**src/rtl/fifo_rd_stream.sv**
```systemverilog
// fifo_rd_stream: read-side consumer stage for the async FIFO.
// Turns the FIFO's rd_en / registered rd_dout / fifo_empty interface into a
// valid/ready stream. Words are prefetched into a 2-entry output buffer so a
// beat can be delivered every cycle while m_ready stays high.
//
// Optional statistics counters are built only when FIFO_RD_STREAM_STAT_EN is
// defined. Otherwise stat_beats and stat_stalls are tied to 0. The port list
// is the same in both builds.
//
// Stream handshake: a beat transfers on every clk edge where m_valid and
// m_ready are both high. m_valid never depends on m_ready. While m_valid is
// high and m_ready is low, m_valid and m_data hold stable.
module fifo_rd_stream #(
  parameter int DATA_WIDTH = 8,
  parameter int BUF_DEPTH  = 2
) (
  input  logic                  clk,
  input  logic                  rst,
  input  logic                  flush,
  input  logic                  fifo_empty,
  output logic                  fifo_rd_en,
  input  logic [DATA_WIDTH-1:0] fifo_rd_dout,
  output logic                  m_valid,
  input  logic                  m_ready,
  output logic [DATA_WIDTH-1:0] m_data,
  output logic [31:0]           stat_beats,
  output logic [31:0]           stat_stalls
);

  // The skid logic below is written for exactly two entries.
  generate
    if (BUF_DEPTH != 2) begin : g_bad_depth
      $error("fifo_rd_stream: BUF_DEPTH must be 2");
    end
  endgenerate

  logic [DATA_WIDTH-1:0] mem [2];
  logic [1:0]            cnt;      // words held in the buffer (0..2)
  logic                  head;     // index of the oldest word
  logic                  infl;     // a popped word arrives on fifo_rd_dout this cycle
  logic                  drop;     // the word arriving this cycle was flushed
  logic                  deq;
  logic                  cap;
  logic                  pop_acc;
  logic                  wr_idx;
  logic [1:0]            occ;

  assign deq     = m_valid & m_ready;
  assign cap     = infl & ~drop;
  // The tail slot is head+cnt mod 2. When the buffer is full, that is the head
  // slot, which is freed by the same-cycle dequeue.
  assign wr_idx  = head ^ cnt[0];
  // Buffer occupancy after this cycle, counting the word still in flight.
  // The issue rule keeps cnt+infl <= 2, so 2 bits are enough.
  assign occ     = cnt + {1'b0, infl} - {1'b0, deq};

  // Pop only when the word is sure to have a free slot on arrival.
  always_comb begin
    fifo_rd_en = ~rst & ~flush & ~fifo_empty & (occ < 2'd2);
  end

  assign pop_acc = fifo_rd_en & ~fifo_empty;

  // Buffer contents, occupancy, head pointer and in-flight tracking.
  always_ff @(posedge clk) begin
    if (rst) begin
      cnt    <= 2'd0;
      head   <= 1'b0;
      infl   <= 1'b0;
      drop   <= 1'b0;
      mem[0] <= '0;
      mem[1] <= '0;
    end else if (flush) begin
      // An arriving in-flight word is discarded. Words already popped are lost.
      cnt  <= 2'd0;
      head <= 1'b0;
      infl <= 1'b0;
      drop <= infl;
    end else begin
      infl <= pop_acc;
      drop <= 1'b0;
      if (cap) mem[wr_idx] <= fifo_rd_dout;
      if (deq) head <= ~head;
      cnt <= cnt + {1'b0, cap} - {1'b0, deq};
    end
  end

  assign m_valid = (cnt != 2'd0);
  assign m_data  = mem[head];

`ifdef FIFO_RD_STREAM_STAT_EN
  logic [31:0] beats_q;
  logic [31:0] stalls_q;

  // Saturating beat and stall counters. They are cleared by reset only, not by flush.
  always_ff @(posedge clk) begin
    if (rst) begin
      beats_q  <= '0;
      stalls_q <= '0;
    end else begin
      if (deq && beats_q != 32'hFFFF_FFFF) beats_q <= beats_q + 32'd1;
      if (m_valid && !m_ready && stalls_q != 32'hFFFF_FFFF) stalls_q <= stalls_q + 32'd1;
    end
  end

  assign stat_beats  = beats_q;
  assign stat_stalls = stalls_q;
`else
  assign stat_beats  = 32'd0;
  assign stat_stalls = 32'd0;
`endif

endmodule

```
**config.mk**
```make
export PLATFORM = sky130hd
export DESIGN_NAME = fifo_rd_stream
export DESIGN_NICKNAME = d
export VERILOG_FILES = /design/src/rtl/fifo_rd_stream.sv
export SDC_FILE = /design/constraint.sdc
export NUM_CORES = 1
export LEC_CHECK = 0
export CORE_MARGIN = 10
export CORE_UTILIZATION = 41
export CTS_CLUSTER_DIAMETER = 50
export DETAILED_ROUTE_END_ITERATION = 7
export PLACE_DENSITY = 0.86
export SLEW_MARGIN = 20
export SYNTH_ARGS = -nofsm -noshare
export SYNTH_HDL_FRONTEND = slang
export SYNTH_SLANG_ARGS = --single-unit
```
**constraint.sdc**
```tcl
create_clock -name clk -period 3.54 [get_ports clk]
set_input_delay 0.885 -clock clk [delete_from_list [all_inputs] [get_ports clk]]
set_output_delay 0.885 -clock clk [all_outputs]
set_load 0.02 [all_outputs]
```
==> flow_summary.ini, run 1 <==
[floorplanning]
rows = 21
chipHeight_um = 80.72
floorplan.initialDensity_pct = 43.91
core_area_um2 = 3442
die_w_um = 80.72
pin_count = 87
die_area_um2 = 6515

[detailed_routing]
avgRoutedWirePerCell_um = 13.04
wirelength_mm = 2.764
vias = 790
drc = 0
drtIter0Drc = 22
drt_first_pass_iters = 4
final_antenna_net_count = 0
via_per_inst = 3.726

[cts]
hold_buffers = 0
cts.sinks = 22
clk_pin_slew_worst_paths_ps = 80
tritoncts = built
clock_latency_ps = 250
cts_root_buf = clkbuf_8
postCtsSetupBuffers = 0
tritoncts.num_buffers = 3
htree_levels = 1
cts_buffer_depth = 2
ctsResizeCount = 0

[sta]
max_freq_mhz = 293.4
setup_viol = 0
fin_skew_ps = 1.764
period_needed_ps = 3408
period_share_pct = 96.28
tns_ps = 0
rsz0062_at_grt = no
hold_viol = 0
slew_viol_final = 0

[pwr]
power.switching_uw = 164.3
swShare_pct = 29.61
clockPowerShare_pct = 27.3
combPwrFrac_pct = 20.9
p_total_uw = 554.9
p_seq_share_pct = 51.8
power_per_cell_area_nw_per_um2 = 353.4
ir_drop_v = 0.0001453
p_leak_nw = 0.7092
p_int_uw = 390.6

[setup_path]
start_kind = input port
crit_fanout = 3
max_stage_delay_ps = 540
cpMostUsedCell = clkdlybuf4s50_1
required_ps = 2650
arrival_ps = 2520
crit_path_end_kind = output pin
crit_type = in2out
path_cells = clkdlybuf4s50_1 > inv_1 > and4_2 > o31a_1 > clkdlybuf4s50_1
cp_slowest_cell = clkdlybuf4s50_1
r2r_slack_ps = 1790

[global_routing]
grt_overflow = 0
track_usage_pct = 7.329
grt_max_degree = 13
grt_pass1_wl_mm = 3.864
grt_pass1_vias = 839
grt_antenna_before_repair = 0

[final_layout]
antennaDiodeCount = 0
final_nets = 181
n_fill_cell = 340
final_cell_area_um2 = 1570
drive_above_1_share_pct = 15.06
area_growth_pct = 3.891

[logic_synthesis]
synthCells = 143
synthFlopType = edfxtp_1
synthesis.area_um2 = 1511
yosys_register_bits = 22
synth_edf_count = 16
synth.distinct_cells = 29
ys_warn_count = 0
yosysSeqAreaShare_pct = 39.74
avgSynthCellArea_um2 = 10.57
async_flop_share_pct = 0

[placement]
place_hpwl_mm = 2.311
io_buffer_count = 22
dpl_cell_area_um2 = 1525
place_congestion = 0.6639

[flow_run]
maxCapViolCount = 0

[run_status]
status = complete, no violations

[worst_hold_path]
hold_class = reg2reg
[power groups by stage]
stage               Sequential [mW]  Clock [mW]  Combinational (mW)
finish                        0.287       0.152               0.116
global route                  0.289       0.163               0.124
CTS                           0.287       0.155               0.112
detailed placement            0.293           0               0.112
global placement              0.293           0               0.111
floorplan                     0.292           0               0.137
[layout by cell type, fill, tap and decap left out, drive strengths merged]
cell type / count
a21boi: 1
nand2b: 1
clkbuf: 3
a21oi: 2
o31a: 2
or2: 3
mux2: 8
buf: 1
ha: 1
nand2: 1
and4: 1
and3b: 1
o21ai: 2
conb: 64
dfxtp: 6
nor3: 3
and2: 17
nor2: 2
clkdlybuf4s50: 22
clkinv: 1
xor2: 2
or3: 1
inv: 1
and3: 1
edfxtp: 16
nor2b: 1
xnor2: 2
[cells in the mapped netlist, types with 2 or more instances]
cell type  instances  area, um2
a21oi_1            2      10.01
and2_1             9      56.30
and2_2             8      60.06
buf_4             64      480.5
buf_6              2      22.52
dfxtp_1            6      120.1
edfxtp_1          16      480.5
mux2_2             8      90.09
nor2_1             2      7.510
nor3_1             3      15.01
o31a_1             2      17.52
or2_1              2      12.51
xnor2_1            2      17.52
xor2_1             2      17.52
[per-layer routing]
| metal | part of all wire, % | GRT usage, % |
|---|---|---|
| met1 | 32 | 6.222 |
| met4 | 0.36 | 2.076 |
| met3 | 15 | 3.341 |
| met2 | 53 | 14.73 |
| met5 | 0 | 0 |
[worst max-delay path, delay by kind of cell]
kind                   cells  cell delay [ps]
AO/OA/AOI/OAI              1              280
buffers and inverters      3             1130
AND/OR/NAND/NOR            1              230
[cell families after synthesis]
group | share of synthesized area, %
other cells | 0.2481
simple gates | 13.83
flops | 39.74
mux | 5.961
buf+inv | 33.86
fa+ha+maj | 0.8277
xor+xnor | 2.318
compound gates | 3.229
[layout make-up]
class | count | area [um2] | share of cell area, %
Timing Repair Buffer | 23 | 227.7 | 14.50
Inverter | 1 | 3.754 | 0.2390
Clock buffer | 3 | 41.29 | 2.629
Tap cell | 46 | 57.56 | 3.665
Multi-Input combinational cell | 116 | 635.6 | 40.48
Clock inverter | 1 | 3.754 | 0.2390
Sequential cell | 22 | 600.6 | 38.25
[sequential cells by signal (all words and copies together), names as in the netlist, named ones only]
signal	flops
drop	1
head	1
cnt	2
mem	16
infl	1
[worst paths after layout]
kind                         from                       to  cells past startpoint
hold reg to reg   infl$_SDFF_PP0_          drop$_SDFF_PP0_                      2
setup / recovery          m_ready               fifo_rd_en                      5
setup reg to reg  infl$_SDFF_PP0_  mem[0][5]$_SDFFCE_PN0P_                      3
hold / removal    infl$_SDFF_PP0_          drop$_SDFF_PP0_                      2
[stage by stage]
step | std cells | hold slack [ps] | setup WS (ps) | util [%]
floorplan | 206 | 434.5 | 1183 | -
global placement | 208 | 469.5 | 177.7 | 44.31
detailed placement | 208 | 477.4 | 146.5 | 44.31
CTS | 212 | 489.3 | 135.3 | 45.62
global route | 212 | 500.4 | 76.36 | 45.62
finish | 212 | 479.2 | 131.8 | 45.62
(Power assumes the default switching activity.)
==> inputs of run 2 (changes only) <==
Settings changed: CTS_CLUSTER_SIZE set to 20.
==> results of run 2 <==
No change in the layout: final DEF, timing and power equal those of run 1.
==> inputs of run 3 (changes only) <==
Settings changed: CORE_UTILIZATION 41 to 57, DONT_BUFFER_PORTS set to 1, PLACE_DENSITY 0.86 to 0.72, REMOVE_ABC_BUFFERS set to 1.
==> run 3 against run 2 <==
  * Final cell count down 18%
  * Cell area down 16%
  * Critical endpoint unchanged
  * Largest cell class unchanged
  * Sequential cell count unchanged
  * Setup slack better by 1000 ps
==> flow_summary.ini, run 3 (synthesis gave the netlist of run 1 again) <==
[detailed_routing]
drtIter0Drc = 17
avgRoutedWirePerCell_um = 15.64
via_per_inst = 4.231
vias = 732
final_antenna_net_count = 0
wirelength_mm = 2.706
drc = 0
drt_first_pass_iters = 2

[floorplanning]
die_area_um2 = 5112
floorplan.initialDensity_pct = 60.46
rows = 18
die_w_um = 71.50
chipHeight_um = 71.50
core_area_um2 = 2500
pin_count = 87

[final_layout]
antennaDiodeCount = 0
area_growth_pct = -13.08
drive_above_1_share_pct = 17.48
n_fill_cell = 228
top_regs = mem x16, cnt x2
mostFrequentLayoutCells = conb_1, edfxtp_1, and2_1
final_common_cell = conb_1
largest_register_ffs = 16
fin_util_pct = 52.55
regMostFlops = mem
final_nets = 158

[pwr]
p_seq_share_pct = 56.1
p_leak_nw = 0.6186
ir_drop_v = 0.0002343
power.switching_uw = 156.0
p_int_uw = 356.0
clockPowerShare_pct = 26.1
combPwrFrac_pct = 17.8
power_per_cell_area_nw_per_um2 = 389.8
swShare_pct = 30.47

[global_routing]
grt_pass1_vias = 870
track_usage_pct = 9.941
grt_overflow = 0
grt_antenna_before_repair = 0
grt_max_degree = 13
grt_pass1_wl_mm = 4.133

[worst_hold_path]
min_path_cells = 2
worstHoldEndpoint = drop$_SDFF_PP0_
hold_class = reg2reg
hp-start = infl$_SDFF_PP0_

[cts]
ctsResizeCount = 0
cts.sinks = 22
clock_latency_ps = 300
tritoncts.num_buffers = 3
tritoncts = built
postCtsSetupBuffers = 0
htree_levels = 1
clk_pin_slew_worst_paths_ps = 120
cts_buffer_depth = 2
hold_buffers = 0
cts_root_buf = clkbuf_4

[setup_path]
reg2reg_to = mem[0][6]$_SDFFCE_PN0P_
crit_type = in2out
crit_fanout = 3
cp_slowest_cell = o31a_1
crit_family = compound AO/OA/AOI/OAI gates
max_stage_delay_ps = 360
r2r_slack_ps = 1830
r2r_cells = 3
path_buf_inv = 1
path_cells = inv_1 > and4_2 > o31a_1
r2r_start = infl$_SDFF_PP0_
start_kind = input port
required_ps = 2650
crit_path_end_kind = output pin
arrival_ps = 1500

[sta]
max_freq_mhz = 419.2
period_needed_ps = 2386
slew_viol_final = 0
tns_ps = 0
period_share_pct = 67.39
fin_skew_ps = 2.748
setup_viol = 0
rsz0062_at_grt = no
hold_viol = 0

[placement]
io_buffer_count = 0
place_hpwl_mm = 2.303
place_congestion = 0.7108

[flow_run]
maxCapViolCount = 0

[run_status]
status = complete, no violations
## run 3: cell count changes in the layout (fill, tap and decap cells not counted), sizes merged
| cell | previous run | this run |
|---|---|---|
| clkbuf | 3 | 4 |
| clkdlybuf4s50 | 22 | 0 |
| buf | 1 | 0 |
| clkinv | 1 | 0 |
## run 3: area by class of cell
class                           count  area [um2]  share of cell area [%]
Tap cell                           30       37.54                   2.857
Inverter                            1       3.754                  0.2857
Multi-Input combinational cell    116       635.6                   48.38
Sequential cell                    22       600.6                   45.71
Clock buffer                        4       36.28                   2.762
## run 3: worst max-delay path by stage
stage	startpoint	endpoint	slack [ps]	cells after the start
2_1_floorplan	m_ready	fifo_rd_en	1180	3
3_3_place_gp	m_ready	fifo_rd_en	1170	3
3_5_place_dp	m_ready	fifo_rd_en	1150	3
4_1_cts	m_ready	fifo_rd_en	1150	3
5_1_grt	m_ready	fifo_rd_en	1120	3
6_report	m_ready	fifo_rd_en	1150	3
## run 3: power by group through the flow
stage / sequential, mW / combinational (mW) / clock [mW]
2_1_floorplan: 0.292 / 0.0820 / 0
3_3_place_gp: 0.293 / 0.0852 / 0
3_5_place_dp: 0.293 / 0.0867 / 0
4_1_cts: 0.287 / 0.0868 / 0.138
5_1_grt: 0.288 / 0.0985 / 0.149
6_report: 0.287 / 0.0910 / 0.134
## run 3: tightest hold or removal path, delay by kind of cell, from the launching register on
family	cells	cell delay, ps
DFF	1	360
and+or+nand+nor	2	90
## run 3: metrics by stage
stage               std cells  power (mW)  area (um2)  setup WS [ps]  hold slack [ps]
floorplan                 139      0.3740        1240           1183            434.5
global placement          169      0.3778        1277           1170            450.8
detailed placement        169      0.3800        1277           1151            464.4
CTS                       173      0.5126        1314           1150            484.0
global route              173      0.5364        1314           1124            510.2
finish                    173      0.5120        1314           1154            478.6
## run 3: metal layers
layer  track usage [%]  vias to the layer above  wire, um
met2             17.45                       49      1458
met3             6.336                        2       327
li1                  -                      340         -
met1             9.432                      341       906
met4             2.581                        0        14
met5                 0                        -         0
